[config.mk]
export PLATFORM = sky130hd
export DESIGN_NAME = hazard_ctrl_flat
export DESIGN_NICKNAME = d
export VERILOG_FILES = /design/src/rtl/hazard_if.sv /design/src/rtl/hazard_ctrl.sv /design/src/flat_wrapper.sv
export SDC_FILE = /design/constraint.sdc
export NUM_CORES = 1
export LEC_CHECK = 0
export ABC_AREA = 0
export CORE_AREA = 2 2 68 54
export DETAILED_ROUTE_END_ITERATION = 8
export DIE_AREA = 0 0 70 56
export PLACE_DENSITY = 0.77
export SYNTH_ARGS = -nofsm -noshare
export SYNTH_HDL_FRONTEND = slang
export SYNTH_SLANG_ARGS = --single-unit
[constraint.sdc]
create_clock -name clk -period 2.6 [get_ports clk]
set_input_delay 0.52 -clock clk [delete_from_list [all_inputs] [get_ports clk]]
set_output_delay 0.52 -clock clk [all_outputs]
set_load 0.005 [all_outputs]
[src/rtl/hazard_if.sv]
// Control bundle between the pipeline datapath and the hazard controller.
// The datapath side is the master; the controller is the slave.
interface hazard_if;
  logic [2:0]  id_rs;
  logic [2:0]  id_rt;
  logic        id_rs_valid;
  logic        id_rt_valid;
  logic        id_halt;
  logic [2:0]  ex_rd;
  logic        ex_memRead;
  logic        ex_redirect;
  logic        imem_busy;
  logic        dmem_busy;

  logic        pc_we;
  logic        pc_redirect_sel;
  logic        ifid_we;
  logic        idex_we;
  logic        exmem_we;
  logic        ifid_flush;
  logic        idex_flush;
  logic        memwb_flush;
  logic        halted;
  logic [15:0] stall_cycles;

  modport master (
    output id_rs, id_rt, id_rs_valid, id_rt_valid, id_halt,
           ex_rd, ex_memRead, ex_redirect, imem_busy, dmem_busy,
    input  pc_we, pc_redirect_sel, ifid_we, idex_we, exmem_we,
           ifid_flush, idex_flush, memwb_flush, halted, stall_cycles
  );

  modport slave (
    input  id_rs, id_rt, id_rs_valid, id_rt_valid, id_halt,
           ex_rd, ex_memRead, ex_redirect, imem_busy, dmem_busy,
    output pc_we, pc_redirect_sel, ifid_we, idex_we, exmem_we,
           ifid_flush, idex_flush, memwb_flush, halted, stall_cycles
  );
endinterface

[src/rtl/hazard_ctrl.sv]
// Hazard and sequencing controller for the five-stage core: Mealy enables and
// flushes for the pipeline registers, HALT drain and a front-end stall counter.
module hazard_ctrl #(
  parameter int DRAIN_CYCLES = 3
) (
  input  logic     clk,
  input  logic     rst,
  hazard_if.slave  hz
);

  localparam int DW = (DRAIN_CYCLES < 2) ? 1 : $clog2(DRAIN_CYCLES + 1);

  typedef enum logic [1:0] {
    RUN      = 2'd0,
    IDISCARD = 2'd1,
    DRAIN    = 2'd2,
    HALTED   = 2'd3
  } state_e;

  state_e         state_q, state_d;
  logic [DW-1:0]  drain_q, drain_d;
  logic [15:0]    stall_q, stall_d;

  logic pc_we, pc_redirect_sel, ifid_we, idex_we, exmem_we;
  logic ifid_flush, idex_flush, memwb_flush;
  logic load_use;

  assign load_use = hz.ex_memRead &&
                    ((hz.id_rs_valid && (hz.id_rs == hz.ex_rd)) ||
                     (hz.id_rt_valid && (hz.id_rt == hz.ex_rd)));

  always_comb begin
    // NOTE: every output and next-state gets a default before any branch so no latch is inferred.
    state_d         = state_q;
    drain_d         = drain_q;
    pc_we           = 1'b1;
    pc_redirect_sel = 1'b0;
    ifid_we         = 1'b1;
    idex_we         = 1'b1;
    exmem_we        = 1'b1;
    ifid_flush      = 1'b0;
    idex_flush      = 1'b0;
    memwb_flush     = 1'b0;

    if (rst) begin
      pc_we       = 1'b0;
      ifid_we     = 1'b0;
      idex_we     = 1'b0;
      exmem_we    = 1'b0;
      ifid_flush  = 1'b1;
      idex_flush  = 1'b1;
      memwb_flush = 1'b1;
      state_d     = RUN;
      drain_d     = '0;
    end else begin
      unique case (state_q)
        RUN, IDISCARD: begin
          if (hz.dmem_busy) begin
            // Whole front and middle freeze; the bubble goes into MEM/WB.
            pc_we       = 1'b0;
            ifid_we     = 1'b0;
            idex_we     = 1'b0;
            exmem_we    = 1'b0;
            memwb_flush = 1'b1;
          end else if (hz.ex_redirect) begin
            pc_redirect_sel = 1'b1;
            ifid_flush      = 1'b1;
            idex_flush      = 1'b1;
            state_d         = hz.imem_busy ? IDISCARD : RUN;
          end else if (load_use) begin
            pc_we      = 1'b0;
            ifid_we    = 1'b0;
            idex_flush = 1'b1;
          end else if (hz.imem_busy) begin
            pc_we      = 1'b0;
            ifid_flush = 1'b1;
          end else if (state_q == IDISCARD) begin
            // Word just returned belongs to the squashed address; refetch the target.
            pc_we      = 1'b0;
            ifid_flush = 1'b1;
            state_d    = RUN;
          end else if (hz.id_halt) begin
            pc_we      = 1'b0;
            ifid_flush = 1'b1;
            state_d    = DRAIN;
            drain_d    = DW'(DRAIN_CYCLES);
          end
        end
        DRAIN: begin
          if (hz.dmem_busy) begin
            pc_we       = 1'b0;
            ifid_we     = 1'b0;
            idex_we     = 1'b0;
            exmem_we    = 1'b0;
            memwb_flush = 1'b1;
          end else begin
            pc_we      = 1'b0;
            ifid_flush = 1'b1;
            drain_d    = drain_q - DW'(1);
            if (drain_q <= DW'(1)) state_d = HALTED;
          end
        end
        HALTED: begin
          pc_we    = 1'b0;
          ifid_we  = 1'b0;
          idex_we  = 1'b0;
          exmem_we = 1'b0;
        end
        default: state_d = RUN;
      endcase
    end

    stall_d = stall_q;
    if ((state_q != HALTED) && !pc_we && (stall_q != 16'hFFFF))
      stall_d = stall_q + 16'd1;
  end

  always_ff @(posedge clk) begin
    // NOTE: sequential state uses non-blocking assignments so all registers update together.
    if (rst) begin
      state_q <= RUN;
      drain_q <= '0;
      stall_q <= '0;
    end else begin
      state_q <= state_d;
      drain_q <= drain_d;
      stall_q <= stall_d;
    end
  end

  assign hz.pc_we           = pc_we;
  assign hz.pc_redirect_sel = pc_redirect_sel;
  assign hz.ifid_we         = ifid_we;
  assign hz.idex_we         = idex_we;
  assign hz.exmem_we        = exmem_we;
  assign hz.ifid_flush      = ifid_flush;
  assign hz.idex_flush      = idex_flush;
  assign hz.memwb_flush     = memwb_flush;
  assign hz.halted          = (state_q == HALTED) && !rst;
  assign hz.stall_cycles    = stall_q;

endmodule

[src/flat_wrapper.sv]
// flat-port wrapper written by rule: the top's interface ports become plain ports
module hazard_ctrl_flat 
#(
  parameter int DRAIN_CYCLES = 3
)
  (clk, rst, hz_id_rs, hz_id_rt, hz_id_rs_valid, hz_id_rt_valid, hz_id_halt, hz_ex_rd, hz_ex_memRead, hz_ex_redirect, hz_imem_busy, hz_dmem_busy, hz_pc_we, hz_pc_redirect_sel, hz_ifid_we, hz_idex_we, hz_exmem_we, hz_ifid_flush, hz_idex_flush, hz_memwb_flush, hz_halted, hz_stall_cycles);
  hazard_if hz_i ();
  input  logic clk;
  input  logic rst;
  input wire logic [$bits(hz_i.id_rs)-1:0] hz_id_rs;
  input wire logic [$bits(hz_i.id_rt)-1:0] hz_id_rt;
  input wire logic [$bits(hz_i.id_rs_valid)-1:0] hz_id_rs_valid;
  input wire logic [$bits(hz_i.id_rt_valid)-1:0] hz_id_rt_valid;
  input wire logic [$bits(hz_i.id_halt)-1:0] hz_id_halt;
  input wire logic [$bits(hz_i.ex_rd)-1:0] hz_ex_rd;
  input wire logic [$bits(hz_i.ex_memRead)-1:0] hz_ex_memRead;
  input wire logic [$bits(hz_i.ex_redirect)-1:0] hz_ex_redirect;
  input wire logic [$bits(hz_i.imem_busy)-1:0] hz_imem_busy;
  input wire logic [$bits(hz_i.dmem_busy)-1:0] hz_dmem_busy;
  output wire logic [$bits(hz_i.pc_we)-1:0] hz_pc_we;
  output wire logic [$bits(hz_i.pc_redirect_sel)-1:0] hz_pc_redirect_sel;
  output wire logic [$bits(hz_i.ifid_we)-1:0] hz_ifid_we;
  output wire logic [$bits(hz_i.idex_we)-1:0] hz_idex_we;
  output wire logic [$bits(hz_i.exmem_we)-1:0] hz_exmem_we;
  output wire logic [$bits(hz_i.ifid_flush)-1:0] hz_ifid_flush;
  output wire logic [$bits(hz_i.idex_flush)-1:0] hz_idex_flush;
  output wire logic [$bits(hz_i.memwb_flush)-1:0] hz_memwb_flush;
  output wire logic [$bits(hz_i.halted)-1:0] hz_halted;
  output wire logic [$bits(hz_i.stall_cycles)-1:0] hz_stall_cycles;
  assign hz_i.id_rs = hz_id_rs;
  assign hz_i.id_rt = hz_id_rt;
  assign hz_i.id_rs_valid = hz_id_rs_valid;
  assign hz_i.id_rt_valid = hz_id_rt_valid;
  assign hz_i.id_halt = hz_id_halt;
  assign hz_i.ex_rd = hz_ex_rd;
  assign hz_i.ex_memRead = hz_ex_memRead;
  assign hz_i.ex_redirect = hz_ex_redirect;
  assign hz_i.imem_busy = hz_imem_busy;
  assign hz_i.dmem_busy = hz_dmem_busy;
  assign hz_pc_we = hz_i.pc_we;
  assign hz_pc_redirect_sel = hz_i.pc_redirect_sel;
  assign hz_ifid_we = hz_i.ifid_we;
  assign hz_idex_we = hz_i.idex_we;
  assign hz_exmem_we = hz_i.exmem_we;
  assign hz_ifid_flush = hz_i.ifid_flush;
  assign hz_idex_flush = hz_i.idex_flush;
  assign hz_memwb_flush = hz_i.memwb_flush;
  assign hz_halted = hz_i.halted;
  assign hz_stall_cycles = hz_i.stall_cycles;
  hazard_ctrl #(.DRAIN_CYCLES(DRAIN_CYCLES)) u_core (.clk(clk), .rst(rst), .hz(hz_i));
endmodule
==> results.toml, run 1 <==
[pwr]
p_leak_nw = 0.8550
peakVddDrop_v = 0.0003402
powerDensity_nw_per_um2 = 376.4
p_total_mw = 0.8152

[logic_synthesis]
synth.top_cells.by_area = "dfxtp_1, nor4_4, nor2b_1, mux2_4, nand4_1"
avgSynthCellArea_um2 = 8.804
ys_top_cells_by_count = "dfxtp_1, nor2_1, nand2_1, nor2b_1, nand4_1"
synth_edf_count = 0
ys_warn_count = 0
synthMuxAreaShare_pct = 7.192
syn-num-nets = 186
yosysTopAreaCell = "dfxtp_1"
ys_seq_area_share_pct = 27.40
synth.most_common_cell = "dfxtp_1"
ys_ff_latch = 20
synth_compound_area_share_pct = 14.81
syn_inst = 166
synth-simple-area-share_pct = 38.44
post_synth_num_cell_types = 44
synth_top_family_by_area = "simple AND/OR/NAND/NOR gates"
synth_area_um2 = 1461
synth-async-reset-ratio_pct = 0
ys.flop_type = "dfxtp_1"
synthAdderAreaFrac_pct = 1.712
synth_top_area_share_pct = 27.40
synth_xor_xnor_area_share_pct = 3.596

[routing]
vias_per_cell = 5.704
wl_per_cell_um = 15.49
antenna_left = 0
drt_first_pass_iters = 4
drt_iter0_markers = 122
via_count = 1523
drc = 0
wl_mm = 4.137

[cells_and_area]
drive_above_1_share_pct = 28.19
area_growth_pct = 48.20
final_cells = 267
finalInstanceArea_um2 = 2166
post-route-util_pct = 67.72
fin_nets = 248
antennaDiodeCount = 0

[placement]
place_congestion = 0.8729
dp_hpwl_mm = 2.962
io_buffers = 42
placed_area_um2 = 1989
dp_cells = 255

[floorplanning]
start_util_pct = 45.70
coreArea_um2 = 3198
num_rows = 18
io-pin-count = 43
die_area_um2 = 3920
die_height_um = 56
die_x_um = 70

[global_route]
overflow = 0
gr-usage-all-layers_pct = 21.11
grt_max_degree = 25
antenna_found_initial = 0
grt_pass1_wl_mm = 6.699
grt_pass1_vias = 1429

[run]
max_cap_viol_count = 0

[worst_setup_path]
cp_slowest_cell = "clkdlybuf4s50_1"
cp_slowest_stage_delay_ns = 0.46
worstPathCellList = "clkdlybuf4s50_1 -> and4_4 -> o21ai_2 -> buf_4 -> nor3_2 -> buf_4 -> nor2b_1 -> dlygate4sd2_1"
cp_top_family = "buffers and inverters"
cp.arrival_ns = 2.02
crit_fanout = 2
critPathRequiredTime_ns = 2.08
crit_buf_inv = 4
cp_common_cell = "buf_4"
crit_path_end_kind = "output pin"
critPathLaunchType = "input port"
path_class = "in -> out"

[sta]
rsz0062_at_grt = "yes"
finClkSkew_ns = 0.01484
final.min_clock_period_ns = 2.535
finalSetupViolations = 0
slew_viol_final = 0
worst_pin_slew_ns = 0.4121
setup_tns_ns = 0
slew_headroom_pct = 72.47
fin_crit_sh_pct = 97.50
finalHoldViolations = 0
max_freq_ghz = 0.3945

[worst_hold_path]
hold_class = "reg -> reg"

[clock_tree]
cts_tree = "done"
clkSinkCount = 20
path_clk_slew_ns = 0.07
cts.path.max_buffers = 2
root_buffer = "clkbuf_8"
htree_levels = 1
clk_latency_ns = 0.27
numCtsBuffers = 3

[status]
status = "complete, no violations"
-- cells in the final DEF (no fill, tap or decap), drive strengths merged, types with 2 or more instances in the layout --
cell           count
nand3              4
clkdlybuf4s15      3
dfxtp             20
dlymetal6s2s       2
nand2             13
clkbuf             7
o21a               2
nor2b             10
nor2              14
buf               28
nor3b              2
xor2               3
o311ai             3
dlygate4sd2        4
nand4              9
clkdlybuf4s50     27
xnor2              3
and2               2
or4                2
nor3               4
inv                6
o41ai              4
o31ai              3
ha                 2
mux2               8
or2                3
nor4              11
a21oi              6
o21ai              3
and3               4
and4               5
o31a               2
-- path summary, 6_finish.rpt --
| check | from | to | slack (ns) | depth (start not counted) |
|---|---|---|---|---|
| setup / recovery | hz_id_rt_valid | hz_ifid_we | 0.06 | 8 |
| hold / removal | u_core.hz.stall_cycles[15] | u_core.hz.stall_cycles[15] | 0.52 | 2 |
| setup reg to reg | u_core.state_q[1] | u_core.hz.stall_cycles[12] | 0.60 | 7 |
| hold reg to reg | u_core.hz.stall_cycles[15] | u_core.hz.stall_cycles[15] | 0.52 | 2 |
-- power breakdown --
part | switching (mW) | internal [mW] | total (mW)
clock network | 0.110 | 0.206 | 0.316
registers | 0.0129 | 0.314 | 0.327
logic | 0.0797 | 0.0929 | 0.173
-- stage by stage --
stage / hold WS (ns) / setup slack (ns)
after floorplan: 0.4846 / 0.3971
after global placement: 0.4977 / -0.4701
after detailed placement: 0.5009 / -0.6199
after CTS: 0.5108 / -0.007208
after global routing: 0.5513 / -0.008333
final: 0.5167 / 0.06490
-- flip-flops by register name (all words and copies together), names as in the netlist --
name	flops
u_core.drain_q	2
u_core.state_q	2
u_core.hz.stall_cycles	16
-- worst min-delay path: stages, from the launching register on --
cell and delay [ns]:
dfxtp_1 0.34, o311ai_1 0.07, o41ai_1 0.07
-- what timing repair did --
item | 4_1_cts | 5_1_grt
hold buffers | 0 | 0
buffers inserted | 8 | 0
resized for setup | 33 | 12
endpoints found under the setup margin | 6 | 7
hold endpoints to repair | 0 | 0
pin swaps | 11 | 6
-- logic make-up (layout without fill, tap and decap cells) --
family,count (synthesis),after routing
adder cells (fa/ha/maj),2,2
XOR/XNOR,6,6
AO/OA/AOI/OAI,28,28
AND/OR/NAND/NOR,85,85
buffers and inverters,17,78
flip-flops,20,20
multiplexers,8,8
-- layout make-up --
type | instances | area [µm²]
well taps | 40 | 50.05
inverters | 6 | 22.52
clock buffers | 3 | 41.29
clock inverters | 1 | 30.03
flip-flops and latches | 20 | 400.4
repair buffers | 68 | 590.6
fillers | 258 | 1032
multi-input cells | 129 | 1031
-- layer usage --
layer	routed length (µm)	global-route usage, %	part of all wire, %	vias to the layer above
li1	-	-	-	744
met1	1809	26.13	44	723
met2	2121	38.23	51	54
met3	193	5.072	4.7	2
met4	13	2.473	0.31	0
met5	0	0	0	-
No activity file was read; power rests on OpenSTA's default activity.
==> run 2: changes to the inputs <==
Settings changed: CORE_AREA 2 2 68 54 to 2 2 78 61, DIE_AREA 0 0 70 56 to 0 0 80 63, PLACE_DENSITY 0.77 to default, REMOVE_ABC_BUFFERS from default to 1.
==> results.toml, run 2 (synthesis results as in run 1) <==
[status]
status = "complete, no violations"

[routing]
vias_per_cell = 5.287
antenna_left = 0
drc = 0
drt_iter0_markers = 109
via_count = 1491
wl_per_cell_um = 14.32
drt_first_pass_iters = 4
wl_mm = 4.038

[floorplanning]
die_x_um = 80
io-pin-count = 43
die_area_um2 = 5040
die_height_um = 63
num_rows = 21
start_util_pct = 33.91
coreArea_um2 = 4309

[cells_and_area]
layout_common_cells = "clkdlybuf4s50_1, buf_4, dfxtp_1, nor2_1, nand2_1"
area_growth_pct = 48.03
drive_above_1_share_pct = 25.33
fin_nets = 247
largest_reg_flops = 16
post-route-util_pct = 50.20
antennaDiodeCount = 0
final_cells = 282
finalInstanceArea_um2 = 2163
final_common_cell = "clkdlybuf4s50_1"

[pwr]
pwr-share-clk_pct = 29.6
combinationalPowerShare_pct = 23.8
p_sw_mw = 0.1915
peakVddDrop_v = 0.0002838
p_leak_nw = 0.8526
powerDensity_nw_per_um2 = 323.0
p_seq_share_pct = 46.6
p_total_mw = 0.6988
p_int_mw = 0.5073
swShare_pct = 27.40

[clock_tree]
path_clk_slew_ns = 0.08
htree_levels = 1
hold_buffers = 0
cts.path.max_buffers = 2
clkSinkCount = 20
numCtsBuffers = 3
clk_latency_ns = 0.26
root_buffer = "clkbuf_8"
cts_tree = "done"

[worst_setup_path]
critPathLaunchType = "input port"
r2r_slack_ns = 0.61
crit_path_end_kind = "output pin"
crit_fanout = 2
cp_slowest_stage_delay_ns = 0.31
cp_top_family = "buffers and inverters"
critPathRequiredTime_ns = 2.08
cp_slowest_cell = "o41ai_2"
cp.arrival_ns = 2.00
worstPathCellList = "dlygate4sd2_1 -> xnor2_1 -> and4_4 -> o21ai_4 -> nor3_2 -> buf_4 -> o41ai_2 -> buf_2"
path_class = "in -> out"
crit_buf_inv = 3

[global_route]
grt_pass1_wl_mm = 6.851
use_met3_pct = 3.613
grt_max_degree = 25
grt_most_used_layer = "met2"
gr-usage-all-layers_pct = 16.79
use_met1_pct = 23.81
grt_pass1_vias = 1482
overflow = 0
antenna_found_initial = 0
use_met2_pct = 26.04

[placement]
io_buffers = 42
dp_cells = 276
post-place-ws_ns = -0.5022
dp_hpwl_mm = 2.977
placed_area_um2 = 2041
place_congestion = 0.9020

[sta]
rsz0062_at_grt = "no"
finClkSkew_ns = 0.004511
slew_viol_final = 0
setup_ws_ns = 0.08399
slew_headroom_pct = 70.07
finalHoldViolations = 0
finalSetupViolations = 0
worst_pin_slew_ns = 0.4480
fin_crit_sh_pct = 96.77
timing.hold.ws_ns = 0.5196
setup_tns_ns = 0
max_freq_ghz = 0.3975
final.min_clock_period_ns = 2.516

[worst_hold_path]
hold_class = "reg -> reg"

[run]
max_cap_viol_count = 0
run 2: cell types whose count changed in the layout (fill, tap and decap cells not counted):
cell / delta
dlygate4sd2_1: +2
o41ai_4: -1
o41ai_2: +1
bufinv_16: -1
buf_6: -1
clkdlybuf4s50_1: +1
clkdlybuf4s15_2: -1
dlymetal6s2s_1: +2
clkbuf_2: -4
o21ai_4: +1
o21ai_2: -1
run 2: final cells by class:
type                    count  area (µm²)
clock buffers               3       41.29
multi-input cells         129        1027
repair buffers             67       600.6
flip-flops and latches     20       400.4
well taps                  57       71.32
fillers                   412        2146
inverters                   6       22.52
run 2: worst paths after layout:
kind	depth (start not counted)	end	from
worst max register to register	7	u_core.hz.stall_cycles[10]	u_core.state_q[1]
worst min register to register	2	u_core.hz.stall_cycles[15]	u_core.hz.stall_cycles[15]
worst max-delay path	8	hz_ifid_flush	hz_ex_rd[0]
worst min-delay path	2	u_core.hz.stall_cycles[15]	u_core.hz.stall_cycles[15]
run 2: what timing repair did:
action                                  CTS  global route
resized for setup                        21            12
setup buffers                             3             0
pin swaps                                 5             9
endpoints found under the setup margin    5             7
run 2: power groups by stage:
| stage | registers [mW] | logic, mW | clock network, mW |
|---|---|---|---|
| finish | 0.326 | 0.166 | 0.207 |
| global route | 0.327 | 0.181 | 0.230 |
| CTS | 0.326 | 0.158 | 0.212 |
| detailed placement | 0.333 | 0.159 | 0 |
| global placement | 0.332 | 0.155 | 0 |
| floorplan | 0.331 | 0.0585 | 0 |
run 2: routing by layer:
layer	up-vias	wire length (µm)
li1	737	-
met1	716	1999
met2	36	1837
met3	2	183
met4	0	17
met5	-	0
run 2: worst reg2reg max path, stage by stage (launching register included):
cell and delay [ns]:
dfxtp_1 0.54, nor3_1 0.13, nand2_1 0.11, buf_4 0.16
nand2_1 0.07, buf_4 0.18, nor4_1 0.33, mux2_2 0.37
==> run 3: changes to the inputs <==
Settings changed: ABC_AREA 0 to 1, CORE_AREA 2 2 78 61 to 2 2 80 63, DIE_AREA 0 0 80 63 to 0 0 82 65.
==> results.toml, run 3 <==
[worst_setup_path]
crit_path_end_kind = "output pin"
critPathRequiredTime_ns = 2.08
cp_slowest_stage_delay_ns = 0.56
r2r_end = "u_core.hz.stall_cycles[14]"
critPathLaunchType = "input port"
worstPathCellList = "clkdlybuf4s50_1 -> inv_1 -> nor2_4 -> buf_4 -> clkdlybuf4s50_1"
path_class = "in -> out"
cp_slowest_cell = "clkdlybuf4s50_1"
worstRegToRegCells = 11
cp.arrival_ns = 2.00
cp_top_family = "buffers and inverters"
cp_common_cell = "clkdlybuf4s50_1"
reg2reg_from = "u_core.hz.stall_cycles[0]"
crit_buf_inv = 4
r2r_slack_ns = 0.96
crit_fanout = 5

[floorplanning]
io-pin-count = 43
coreArea_um2 = 4624
start_util_pct = 33.25
die_height_um = 65
die_area_um2 = 5330
num_rows = 22
die_x_um = 82

[run]
max_cap_viol_count = 0

[pwr]
combinationalPowerShare_pct = 25.1
swShare_pct = 28.33
p_leak_nw = 0.9934
pwr-share-clk_pct = 31.3
peakVddDrop_v = 0.0002557
p_int_mw = 0.5499
p_seq_share_pct = 43.6
powerDensity_nw_per_um2 = 355.7
p_sw_mw = 0.2173

[routing]
via_count = 1645
wl_per_cell_um = 9.954
wl_mm = 3.663
vias_per_cell = 4.470
drc = 0
drt_first_pass_iters = 4
antenna_left = 0
drt_iter0_markers = 51

[global_route]
gr-usage-all-layers_pct = 15.12
grt_pass1_vias = 1475
grt_pass1_wl_mm = 6.410
overflow = 0
antenna_found_initial = 0
grt_max_degree = 19

[cells_and_area]
layout_common_cells = "nand2_1, nor2_1, inv_1, clkdlybuf4s50_1, dfxtp_1"
drive_above_1_share_pct = 14.29
finalInstanceArea_um2 = 2157
fin_nets = 329
final_common_cell = "nand2_1"
final_cells = 368
area_growth_pct = 40.28
largest_reg_flops = 16
antennaDiodeCount = 0

[logic_synthesis]
ys_ff_latch = 20
yosysTopAreaCell = "dfxtp_1"
ys_seq_area_share_pct = 26.04
synth-async-reset-ratio_pct = 0
ys_top_cells_by_count = "nand2_1, nor2_1, inv_1, dfxtp_1, nand3_1"
ys.flop_type = "dfxtp_1"
synth_edf_count = 0
synth_compound_area_share_pct = 8.788
synth_top_area_share_pct = 26.04
synth-simple-area-share_pct = 51.10
synthMuxAreaShare_pct = 0
avgSynthCellArea_um2 = 6.030
synth_area_um2 = 1538
synth_top_family_by_area = "simple AND/OR/NAND/NOR gates"
post_synth_num_cell_types = 32
synth.top_cells.by_area = "dfxtp_1, nand2_1, nor2_1, inv_1, nand3_1"
synth_xor_xnor_area_share_pct = 0.5696
synthAdderAreaFrac_pct = 1.627
synth.most_common_cell = "nand2_1"
ys_warn_count = 0
syn_inst = 255

[sta]
finalHoldViolations = 0
slew_viol_final = 0
max_freq_ghz = 0.3961
finalSetupViolations = 0
setup_ws_ns = 0.07513
rsz0062_at_grt = "yes"
fin_crit_sh_pct = 97.11
slew_headroom_pct = 77.44
finClkSkew_ns = 0.003243
setup_tns_ns = 0
final.min_clock_period_ns = 2.525
worst_pin_slew_ns = 0.3298

[status]
status = "complete, no violations"

[clock_tree]
hold_buffers = 0
clk_latency_ns = 0.26
clkSinkCount = 20
root_buffer = "clkbuf_8"
path_clk_slew_ns = 0.08
htree_levels = 1
numCtsBuffers = 3
cts_tree = "done"
cts.path.max_buffers = 2

[placement]
place_congestion = 0.8149
dp_cells = 364
placed_area_um2 = 2095
io_buffers = 42
post-place-ws_ns = -0.2384
dp_hpwl_mm = 2.925

[worst_hold_path]
holdPathStages = 2
worstHoldStart = "u_core.drain_q[1]"
hold_path_end = "u_core.drain_q[1]"
hold_class = "reg -> reg"
## run 3: changes by cell type after synthesis, moves of 5 or more
cell / change
inv_1: +31
inv_2: +5
nand2_1: +55
nand2_2: +6
nand3_1: +6
nor2_1: +35
nor2_2: +5
nor2b_1: -10
nor4_1: -6
nor4_4: -5
## run 3: cell type report
class | count | area [µm²]
Fill cell | 484 | 2467
Multi-Input combinational cell | 188 | 959.7
Tap cell | 60 | 75.07
Timing Repair Buffer | 53 | 505.5
Clock buffer | 4 | 55.05
Sequential cell | 20 | 400.4
Inverter | 43 | 161.4
## run 3: metrics by stage
stage | power [mW] | util [%] | hold WS [ns]
finish | 0.7672 | 46.64 | 0.4974
global route | 0.8105 | 46.64 | 0.5412
CTS | 0.7799 | 46.48 | 0.5008
detailed placement | 0.5357 | 45.29 | 0.4813
global placement | 0.5346 | 45.29 | 0.4714
floorplan | 0.4405 | - | 0.4547
## run 3: worst max-delay path by stage
| stage | startpoint | endpoint | slack [ns] | cells after the start |
|---|---|---|---|---|
| 6_report | hz_ex_redirect | hz_pc_redirect_sel | 0.08 | 5 |
| 5_1_grt | hz_id_rs[2] | hz_ifid_flush | -0.03 | 13 |
| 4_1_cts | hz_ex_rd[0] | hz_ifid_flush | 0.008 | 13 |
| 3_5_place_dp | hz_ex_rd[0] | hz_idex_flush | -0.24 | 12 |
| 3_3_place_gp | hz_ex_rd[0] | hz_idex_flush | -0.19 | 12 |
| 2_1_floorplan | hz_ex_rd[0] | hz_ifid_flush | 0.79 | 11 |
## run 3: cell families (layout without fill, tap and decap cells)
| logic type | after synthesis | after routing |
|---|---|---|
| adders and majority gates | 2 | 2 |
| DFF | 20 | 20 |
| xor gates and xnor gates | 1 | 1 |
| AOI/OAI and AO/OA | 24 | 24 |
| and+or+nand+nor | 161 | 161 |
| buffers and inverters | 47 | 100 |
## run 3: worst register-to-register path, delay by kind of cell, from the launching register on
family	cells	cell delay, ns
and+or+nand+nor	10	0.96
DFF	1	0.35
adders and majority gates	1	0.22
## run 3: metal layers
| metal | vias to the layer above | global-route usage [%] | share of wire [%] |
|---|---|---|---|
| met1 | 708 | 21.85 | 52 |
| met5 | - | 0 | 0 |
| met3 | 4 | 3.621 | 5.2 |
| met2 | 36 | 23.27 | 42 |
| li1 | 897 | - | - |
| met4 | 0 | 1.875 | 0.85 |
## run 3: power by group through the flow
| stage | combinational, mW | sequential, mW | clock [mW] |
|---|---|---|---|
| floorplan | 0.101 | 0.339 | 0 |
| global placement | 0.193 | 0.341 | 0 |
| finish | 0.192 | 0.335 | 0.240 |
| CTS | 0.193 | 0.334 | 0.252 |
| global route | 0.216 | 0.337 | 0.257 |
| detailed placement | 0.194 | 0.341 | 0 |
## run 3: repair_timing
action	CTS	global route
endpoints found under the setup margin	5	5
pin swaps	0	1
resized for setup	6	5
setup buffers	0	0
